[src/rtl/regfile_master_if.sv]
`default_nettype none
// ============================================================================
// Module      : regfile_master_if
// Description : Command, response and register-file port bundle for
//               regfile_master. The master modport is the controller side,
//               the slave modport is the requester / register-file side.
// Revision    : 1.0
// ============================================================================
interface regfile_master_if #(
    parameter int DATA_W = 32,
    parameter int ADDR_W = 4
);
    // Command channel
    logic              req_valid;
    logic              req_ready;
    logic [1:0]        req_op;
    logic [ADDR_W-1:0] req_waddr;
    logic [ADDR_W-1:0] req_raddr1;
    logic [ADDR_W-1:0] req_raddr2;
    logic [DATA_W-1:0] req_wdata;

    // Completion channel
    logic              rsp_valid;
    logic              rsp_ready;
    logic [DATA_W-1:0] rsp_data1;
    logic [DATA_W-1:0] rsp_data2;

    // Register-file port
    logic              rf_en;
    logic              rf_rd;
    logic              rf_wr;
    logic [ADDR_W-1:0] rf_sel_ip;
    logic [ADDR_W-1:0] rf_sel_op1;
    logic [ADDR_W-1:0] rf_sel_op2;
    logic [DATA_W-1:0] rf_ip;
    logic [DATA_W-1:0] rf_op1;
    logic [DATA_W-1:0] rf_op2;

    modport master (
        input  req_valid, req_op, req_waddr, req_raddr1, req_raddr2, req_wdata,
        input  rsp_ready, rf_op1, rf_op2,
        output req_ready, rsp_valid, rsp_data1, rsp_data2,
        output rf_en, rf_rd, rf_wr, rf_sel_ip, rf_sel_op1, rf_sel_op2, rf_ip
    );

    modport slave (
        output req_valid, req_op, req_waddr, req_raddr1, req_raddr2, req_wdata,
        output rsp_ready, rf_op1, rf_op2,
        input  req_ready, rsp_valid, rsp_data1, rsp_data2,
        input  rf_en, rf_rd, rf_wr, rf_sel_ip, rf_sel_op1, rf_sel_op2, rf_ip
    );
endinterface
`default_nettype wire

[src/rtl/regfile_master.sv]
`default_nettype none
// ============================================================================
// Module      : regfile_master
// Description : Sequences single commands (FILL / WRITE / READ / READ_WRITE)
//               onto a register file with registered read data, and returns
//               the read results over a valid/ready completion handshake.
// Revision    : 1.0
// ============================================================================
module regfile_master #(
    parameter int DATA_W = 32,
    parameter int ADDR_W = 4
) (
    input  wire logic          clk,
    input  wire logic          rst,
    regfile_master_if.master   bus
);

    localparam logic [1:0]        c_OP_FILL  = 2'b00;
    localparam logic [ADDR_W-1:0] c_SEL_LAST = {ADDR_W{1'b1}};
    localparam logic [ADDR_W-1:0] c_SEL_ONE  = {{(ADDR_W-1){1'b0}}, 1'b1};

    typedef enum logic [2:0] {
        IDLE    = 3'd0,
        ISSUE   = 3'd1,
        CAPTURE = 3'd2,
        FILL    = 3'd3,
        RESP    = 3'd4
    } state_t;

    state_t            r_state;
    state_t            w_state_nxt;

    logic              w_accept;
    logic              w_fill_last;

    logic              r_op_rd;      // latched op[1]: command returns read data
    logic [ADDR_W-1:0] r_fill_cnt;   // register being written in this FILL cycle

    logic              r_rf_en;
    logic              r_rf_rd;
    logic              r_rf_wr;
    logic [ADDR_W-1:0] r_rf_sel_ip;
    logic [ADDR_W-1:0] r_rf_sel_op1;
    logic [ADDR_W-1:0] r_rf_sel_op2;
    logic [DATA_W-1:0] r_rf_ip;

    logic              r_rsp_valid;
    logic [DATA_W-1:0] r_rsp_data1;
    logic [DATA_W-1:0] r_rsp_data2;

    // Ready is held low during reset so nothing is taken while rst is high.
    assign bus.req_ready = (r_state == IDLE) & ~rst;
    assign w_accept      = bus.req_valid & bus.req_ready;
    assign w_fill_last   = (r_fill_cnt == c_SEL_LAST);

    assign bus.rf_en      = r_rf_en;
    assign bus.rf_rd      = r_rf_rd;
    assign bus.rf_wr      = r_rf_wr;
    assign bus.rf_sel_ip  = r_rf_sel_ip;
    assign bus.rf_sel_op1 = r_rf_sel_op1;
    assign bus.rf_sel_op2 = r_rf_sel_op2;
    assign bus.rf_ip      = r_rf_ip;
    assign bus.rsp_valid  = r_rsp_valid;
    assign bus.rsp_data1  = r_rsp_data1;
    assign bus.rsp_data2  = r_rsp_data2;

    // State register.
    always_ff @(posedge clk) begin
        if (rst) begin
            r_state <= IDLE;
        end else begin
            r_state <= w_state_nxt;
        end
    end

    // Next-state decode.
    always_comb begin
        w_state_nxt = r_state;
        case (r_state)
            IDLE: begin
                if (w_accept) begin
                    w_state_nxt = (bus.req_op == c_OP_FILL) ? FILL : ISSUE;
                end
            end
            ISSUE:   w_state_nxt = CAPTURE;
            CAPTURE: w_state_nxt = RESP;
            FILL: begin
                if (w_fill_last) begin
                    w_state_nxt = RESP;
                end
            end
            RESP: begin
                if (bus.rsp_ready) begin
                    w_state_nxt = IDLE;
                end
            end
            default: w_state_nxt = IDLE;
        endcase
    end

    // Registered register-file strobes, selects and response, driven from the
    // next state so they line up with the cycle in which that state is active.
    always_ff @(posedge clk) begin
        if (rst) begin
            r_op_rd      <= 1'b0;
            r_fill_cnt   <= '0;
            r_rf_en      <= 1'b0;
            r_rf_rd      <= 1'b0;
            r_rf_wr      <= 1'b0;
            r_rf_sel_ip  <= '0;
            r_rf_sel_op1 <= '0;
            r_rf_sel_op2 <= '0;
            r_rf_ip      <= '0;
            r_rsp_valid  <= 1'b0;
            r_rsp_data1  <= '0;
            r_rsp_data2  <= '0;
        end else begin
            r_rf_en     <= (w_state_nxt == ISSUE) || (w_state_nxt == FILL);
            // ISSUE is only ever entered straight from an acceptance, so the
            // live request op is the command being issued.
            r_rf_rd     <= (w_state_nxt == ISSUE) && bus.req_op[1];
            r_rf_wr     <= ((w_state_nxt == ISSUE) && bus.req_op[0]) ||
                           (w_state_nxt == FILL);
            r_rsp_valid <= (w_state_nxt == RESP);

            if (w_accept) begin
                r_op_rd      <= bus.req_op[1];
                r_rf_sel_op1 <= bus.req_raddr1;
                r_rf_sel_op2 <= bus.req_raddr2;
                r_rf_sel_ip  <= (bus.req_op == c_OP_FILL) ? '0 : bus.req_waddr;
                r_rf_ip      <= bus.req_wdata;
                r_fill_cnt   <= '0;
                // FILL and WRITE complete with zero data; reads overwrite
                // this in CAPTURE.
                r_rsp_data1  <= '0;
                r_rsp_data2  <= '0;
            end

            // Step the fill select; it stops on the last register, no wrap.
            if ((r_state == FILL) && !w_fill_last) begin
                r_fill_cnt  <= r_fill_cnt + c_SEL_ONE;
                r_rf_sel_ip <= r_fill_cnt + c_SEL_ONE;
            end

            // Register file presents read data in CAPTURE (read-before-write).
            if (r_state == CAPTURE) begin
                r_rsp_data1 <= r_op_rd ? bus.rf_op1 : '0;
                r_rsp_data2 <= r_op_rd ? bus.rf_op2 : '0;
            end
        end
    end

endmodule
`default_nettype wire
[src/flat_wrapper.sv]
// flat-port wrapper written by rule: the top's interface ports become plain ports
module regfile_master_flat 
#(
    parameter int DATA_W = 32,
    parameter int ADDR_W = 4
)
  (clk, rst, bus_req_valid, bus_req_op, bus_req_waddr, bus_req_raddr1, bus_req_raddr2, bus_req_wdata, bus_rsp_ready, bus_rf_op1, bus_rf_op2, bus_req_ready, bus_rsp_valid, bus_rsp_data1, bus_rsp_data2, bus_rf_en, bus_rf_rd, bus_rf_wr, bus_rf_sel_ip, bus_rf_sel_op1, bus_rf_sel_op2, bus_rf_ip);
  regfile_master_if #(.DATA_W(DATA_W), .ADDR_W(ADDR_W)) bus_i ();
  input  wire logic clk;
  input  wire logic rst;
  input wire logic [$bits(bus_i.req_valid)-1:0] bus_req_valid;
  input wire logic [$bits(bus_i.req_op)-1:0] bus_req_op;
  input wire logic [$bits(bus_i.req_waddr)-1:0] bus_req_waddr;
  input wire logic [$bits(bus_i.req_raddr1)-1:0] bus_req_raddr1;
  input wire logic [$bits(bus_i.req_raddr2)-1:0] bus_req_raddr2;
  input wire logic [$bits(bus_i.req_wdata)-1:0] bus_req_wdata;
  input wire logic [$bits(bus_i.rsp_ready)-1:0] bus_rsp_ready;
  input wire logic [$bits(bus_i.rf_op1)-1:0] bus_rf_op1;
  input wire logic [$bits(bus_i.rf_op2)-1:0] bus_rf_op2;
  output wire logic [$bits(bus_i.req_ready)-1:0] bus_req_ready;
  output wire logic [$bits(bus_i.rsp_valid)-1:0] bus_rsp_valid;
  output wire logic [$bits(bus_i.rsp_data1)-1:0] bus_rsp_data1;
  output wire logic [$bits(bus_i.rsp_data2)-1:0] bus_rsp_data2;
  output wire logic [$bits(bus_i.rf_en)-1:0] bus_rf_en;
  output wire logic [$bits(bus_i.rf_rd)-1:0] bus_rf_rd;
  output wire logic [$bits(bus_i.rf_wr)-1:0] bus_rf_wr;
  output wire logic [$bits(bus_i.rf_sel_ip)-1:0] bus_rf_sel_ip;
  output wire logic [$bits(bus_i.rf_sel_op1)-1:0] bus_rf_sel_op1;
  output wire logic [$bits(bus_i.rf_sel_op2)-1:0] bus_rf_sel_op2;
  output wire logic [$bits(bus_i.rf_ip)-1:0] bus_rf_ip;
  assign bus_i.req_valid = bus_req_valid;
  assign bus_i.req_op = bus_req_op;
  assign bus_i.req_waddr = bus_req_waddr;
  assign bus_i.req_raddr1 = bus_req_raddr1;
  assign bus_i.req_raddr2 = bus_req_raddr2;
  assign bus_i.req_wdata = bus_req_wdata;
  assign bus_i.rsp_ready = bus_rsp_ready;
  assign bus_i.rf_op1 = bus_rf_op1;
  assign bus_i.rf_op2 = bus_rf_op2;
  assign bus_req_ready = bus_i.req_ready;
  assign bus_rsp_valid = bus_i.rsp_valid;
  assign bus_rsp_data1 = bus_i.rsp_data1;
  assign bus_rsp_data2 = bus_i.rsp_data2;
  assign bus_rf_en = bus_i.rf_en;
  assign bus_rf_rd = bus_i.rf_rd;
  assign bus_rf_wr = bus_i.rf_wr;
  assign bus_rf_sel_ip = bus_i.rf_sel_ip;
  assign bus_rf_sel_op1 = bus_i.rf_sel_op1;
  assign bus_rf_sel_op2 = bus_i.rf_sel_op2;
  assign bus_rf_ip = bus_i.rf_ip;
  regfile_master #(.DATA_W(DATA_W), .ADDR_W(ADDR_W)) u_core (.clk(clk), .rst(rst), .bus(bus_i));
endmodule
[config.mk]
export PLATFORM = sky130hd
export DESIGN_NAME = regfile_master_flat
export DESIGN_NICKNAME = d
export VERILOG_FILES = /design/src/rtl/regfile_master_if.sv /design/src/rtl/regfile_master.sv /design/src/flat_wrapper.sv
export SDC_FILE = /design/constraint.sdc
export NUM_CORES = 1
export LEC_CHECK = 0
export ABC_AREA = 1
export ABC_CLOCK_PERIOD_IN_PS = 2029
export BUFFER_PORTS_ARGS = -buffer_cell sky130_fd_sc_hd__buf_2
export CAP_MARGIN = 20
export CORE_ASPECT_RATIO = 1.2
export CORE_MARGIN = 3
export CORE_UTILIZATION = 48
export DETAILED_ROUTE_END_ITERATION = 12
export PLACE_DENSITY = 0.81
export SLEW_MARGIN = 20
export SYNTH_ARGS = -nofsm -noshare
export SYNTH_HDL_FRONTEND = slang
export SYNTH_SLANG_ARGS = --single-unit
[constraint.sdc]
create_clock -name clk -period 2.03 [get_ports clk]
set_input_delay 0.203 -clock clk [delete_from_list [all_inputs] [get_ports clk]]
set_output_delay 0.203 -clock clk [all_outputs]
set_load 0.01 [all_outputs]
==> results by group <==
Status
  – Status: finished, final reports clean

Floorplanning
  – Ports: 227
  – Core area: just under 9000 um^2
  – Die Wd: ~93 um
  – Die height: 111 um
  – Placement Rows: 37
  – Initial Util: 0.501
  – Die area: 10300 um^2

Routing
  – Via count: 5000
  – DRT antenna net count: 0
  – Drt pass-1 iters: 5
  – Via density: roughly 5.0
  – Initial drt markers: 383
  – Final WL: 15.0 mm
  – Routed wire per std cell: around 15 um
  – DRC viols: 0

Power and ir drop
  – Worst VDD drop: about 740 uV
  – Switch share: 0.228
  – PD cells: 855 nW/um^2
  – Clk pwr share: 0.479
  – Combinational share of power: 0.110
  – Int Pwr: 0.00467 W
  – Switching power: 0.00138 W
  – Seq pwr share: 0.411
  – Static Leak: approximately 3.3 nW

Clocking
  – Num CTS Buffers: 17
  – Longest Clk Path Bufs: 2
  – Clock sink total: 120
  – # resized after CTS: 0
  – Max H-tree Level: 4
  – Root Buffer: clkbuf_8
  – Clk_lat worst skew: roughly 500 ps
  – Postcts setup bufs: 0
  – Clock transition at the registers of the reported paths: 60 ps
  – # hold bufs at CTS: 96
  – CTS tree: yes

Global route
  – Met1 Usage GRT: 0.320
  – Grt ovf: 0
  – Global-route wire length before repair: between 20 and 25 mm
  – Global Route met3 Usage: 0.105
  – Vias in the first global route: 4996
  – M2 GR Usage: 0.512
  – Pin count of the biggest net entering global routing: slightly above 90
  – Tot GR Track Use: 0.293
  – Antenna violations before repair: 0
  – GRT busiest layer: met2

Critical path
  – R2R Path Start: u_core.r_fill_cnt[0]
  – Critical Path RT: 1830 ps
  – CP Class: flip-flop to primary output
  – R2r setup slk: roughly 360 ps
  – Instance count on the critical path: 2
  – Delay-heaviest family, CP: simple AND/OR/NAND/NOR gates
  – Critical Path End Type: primary output
  – Worst setup SP type: flip-flop
  – Worst flop-to-flop path endpoint: u_core.bus.rf_wr
  – Worst R2R Path Depth: 8
  – CP peak stage delay: 470 ps
  – CP bufs+invs: 1
  – Crit path max-delay cell type: nor4_1
  – CP cell instances: nor4_1, buf_2
  – Critical-path maximum fanout: 5
  – CP Launch Point: u_core.r_state[0]
  – Worst setup path endpoint: bus_req_ready
  – Critical path arrival: 1530 ps

STA
  – Fin crit share: 0.855
  – Fin. max-slew vios: 0
  – Fin. Hold Viols: 0
  – Worst slew margin: 0.481
  – Worst-Margin Slew: 778 ps
  – F_max: a little under 600 MHz
  – RSZ-0062 raised after global routing: false
  – Fin crit period: 1730 ps
  – Final worst setup slack: 295 ps
  – # setup viols final: 0
  – Hold slack: 30.8 ps
  – Setup TNS: 0 ps
  – Clock skew: 10.8 ps

Final layout
  – Diode count: 0
  – Layout cells sized above 1: 0.311
  – Post-route cell area: 7070 um^2
  – Post-route insts no fill: 993
  – Final nets: 978
  – Fillers: roughly 530
  – Storage element area: roughly 2400 um^2
  – Syn-to-layout area delta: 61.2%
  – Multi-input combinational cell area: about 1600 um^2

Placed design
  – Input/output buffers: 226
  – Post-place instance area: 5530 um^2
  – Detailed placement HPWL: 8.36 mm
  – Placed Cells incl. Taps: ~870
  – Dpl ws: 387 ps
  – Gpl congestion: 0.790

Synthesis
  – Compound-Gate Fraction of Synth Area: 0.180
  – Synth top area cells: dfxtp_1, a21oi_1, nand2_1, o21ai_0, inv_1
  – Area leader, netlist: dfxtp_1
  – Post-Synth Simple-Gate Area: 0.172
  – Avg Cell Area, Syn: 7.95 um^2
  – Yosys cell types: 25
  – Post-synthesis mux area share: 0
  – Synth Register Bits: 120
  – Share of the synthesized area in the top cell type: 0.548
  – Synth Area in Adders: 0.00285
  – Synth warnings: 0
  – XOR/XNOR Fraction of Synth Area: 0.00200
  – Cells after synthesis: roughly 550
  – Synthesized net count: 667
  – Commonest cells post-synth: nand2_1, dfxtp_1, a21oi_1
  – Post-Syn Area: 4390 um^2
  – Main combinational cell family by area after synthesis: compound AO/OA/AOI/OAI gates
  – Most numerous cell in the Yosys netlist: nand2_1
  – Main synth FF type: dfxtp_1
  – Async SR Flop Fraction: 0
  – Register area share after synthesis: 0.548
  – Post-synth EDFFs: 0

Hold path
  – Worst Hold Class: primary input to flip-flop

Run
  – MaxCap Viol Count: 0
-- placed cells by master (no fill, tap or decap) --
| cell | n |
|---|---|
| buf_2 | 226 |
| nand2_1 | 149 |
| dfxtp_1 | 120 |
| a21oi_1 | 112 |
| dlygate4sd3_1 | 96 |
| inv_1 | 51 |
| o21ai_0 | 43 |
| clkbuf_16 | 16 |
| nor2_1 | 13 |
| nand3_1 | 9 |
| clkbuf_8 | 6 |
| nor2_2 | 4 |
| clkinv_2 | 4 |
| inv_2 | 3 |
| clkbuf_1 | 3 |
| buf_12 | 3 |
| nand3b_1 | 2 |
| a31oi_1 | 2 |
| clkinvlp_4 | 2 |
| bufinv_16 | 2 |
| buf_4 | 2 |
| nor4_1 | 1 |
| nand3_2 | 1 |
| nand2_2 | 1 |
| nor2_8 | 1 |
| xor2_1 | 1 |
| nor2_4 | 1 |
| nand4_1 | 1 |
| ha_1 | 1 |
-- per-stage QoR --
step / util / power (W)
floorplan: - / 0.00279
global placement: 0.631 / 0.00301
detailed placement: 0.631 / 0.00302
CTS: 0.808 / 0.00605
global route: 0.808 / 0.00626
finish: 0.808 / 0.00605
-- worst reg2reg max path: stages, from the launching register on --
cell and delay [ps]:
dfxtp_1 380, ha_1 250, nand3_1 150, nand2_1 290, nand2_1 170, inv_2 170, nor2_4 40, nand2_1 90
inv_1 30
-- power groups by stage --
stage | Clock [W] | Sequential [W] | Combinational [W]
after floorplan | 0 | 0.00256 | 0.000224
after global placement | 0 | 0.00253 | 0.000484
after detailed placement | 0 | 0.00253 | 0.000493
after CTS | 0.00294 | 0.00248 | 0.000637
after global routing | 0.00304 | 0.00249 | 0.000723
final | 0.00290 | 0.00248 | 0.000663
-- layout make-up --
cell class                      count  share of cell area
Clock inverter                      7              0.0127
Multi-Input combinational cell    342               0.221
Clock buffer                       25              0.0699
Timing Repair Buffer              327               0.306
Inverter                           55              0.0294
Sequential cell                   120               0.340
Tap cell                          117              0.0207
-- flip-flops by register name, indices dropped and copies added, names as in the netlist --
signal                 count
u_core.bus.rf_en           1
u_core.bus.rf_ip          32
u_core.bus.rf_rd           1
u_core.bus.rf_sel_ip       4
u_core.bus.rf_sel_op1      4
u_core.bus.rf_sel_op2      4
u_core.bus.rf_wr           1
u_core.bus.rsp_data1      32
u_core.bus.rsp_data2      32
u_core.bus.rsp_valid       1
u_core.r_fill_cnt          4
u_core.r_op_rd             1
u_core.r_state             3
-- how the worst min path moves through the flow --
stage	cells after the start	from	slack (ps)	endpoint
2_1_floorplan	2	bus_req_op[1]	320	u_core.bus.rf_rd
3_3_place_gp	2	u_core.bus.rf_ip[24]	430	u_core.bus.rf_ip[24]
3_5_place_dp	2	u_core.bus.rf_ip[18]	430	u_core.bus.rf_ip[18]
4_1_cts	3	bus_req_wdata[20]	0.3	u_core.bus.rf_ip[20]
5_1_grt	3	bus_req_wdata[27]	30	u_core.bus.rf_ip[27]
6_report	3	bus_req_wdata[5]	30	u_core.bus.rf_ip[5]
-- per-layer routing --
| layer | vias up | share of wire |
|---|---|---|
| met1 | 2290 | 0.37 |
| met3 | 32 | 0.11 |
| li1 | 2386 | - |
| met4 | 0 | 0.023 |
| met5 | - | 0 |
| met2 | 292 | 0.51 |
-- kinds of logic after synthesis --
family	Yosys count
compound gates	157
xor+xnor	1
fa+ha+maj	1
buf+inv	90
flops	120
simple gates	183
Note: power is estimated with default switching activity, not from simulation.
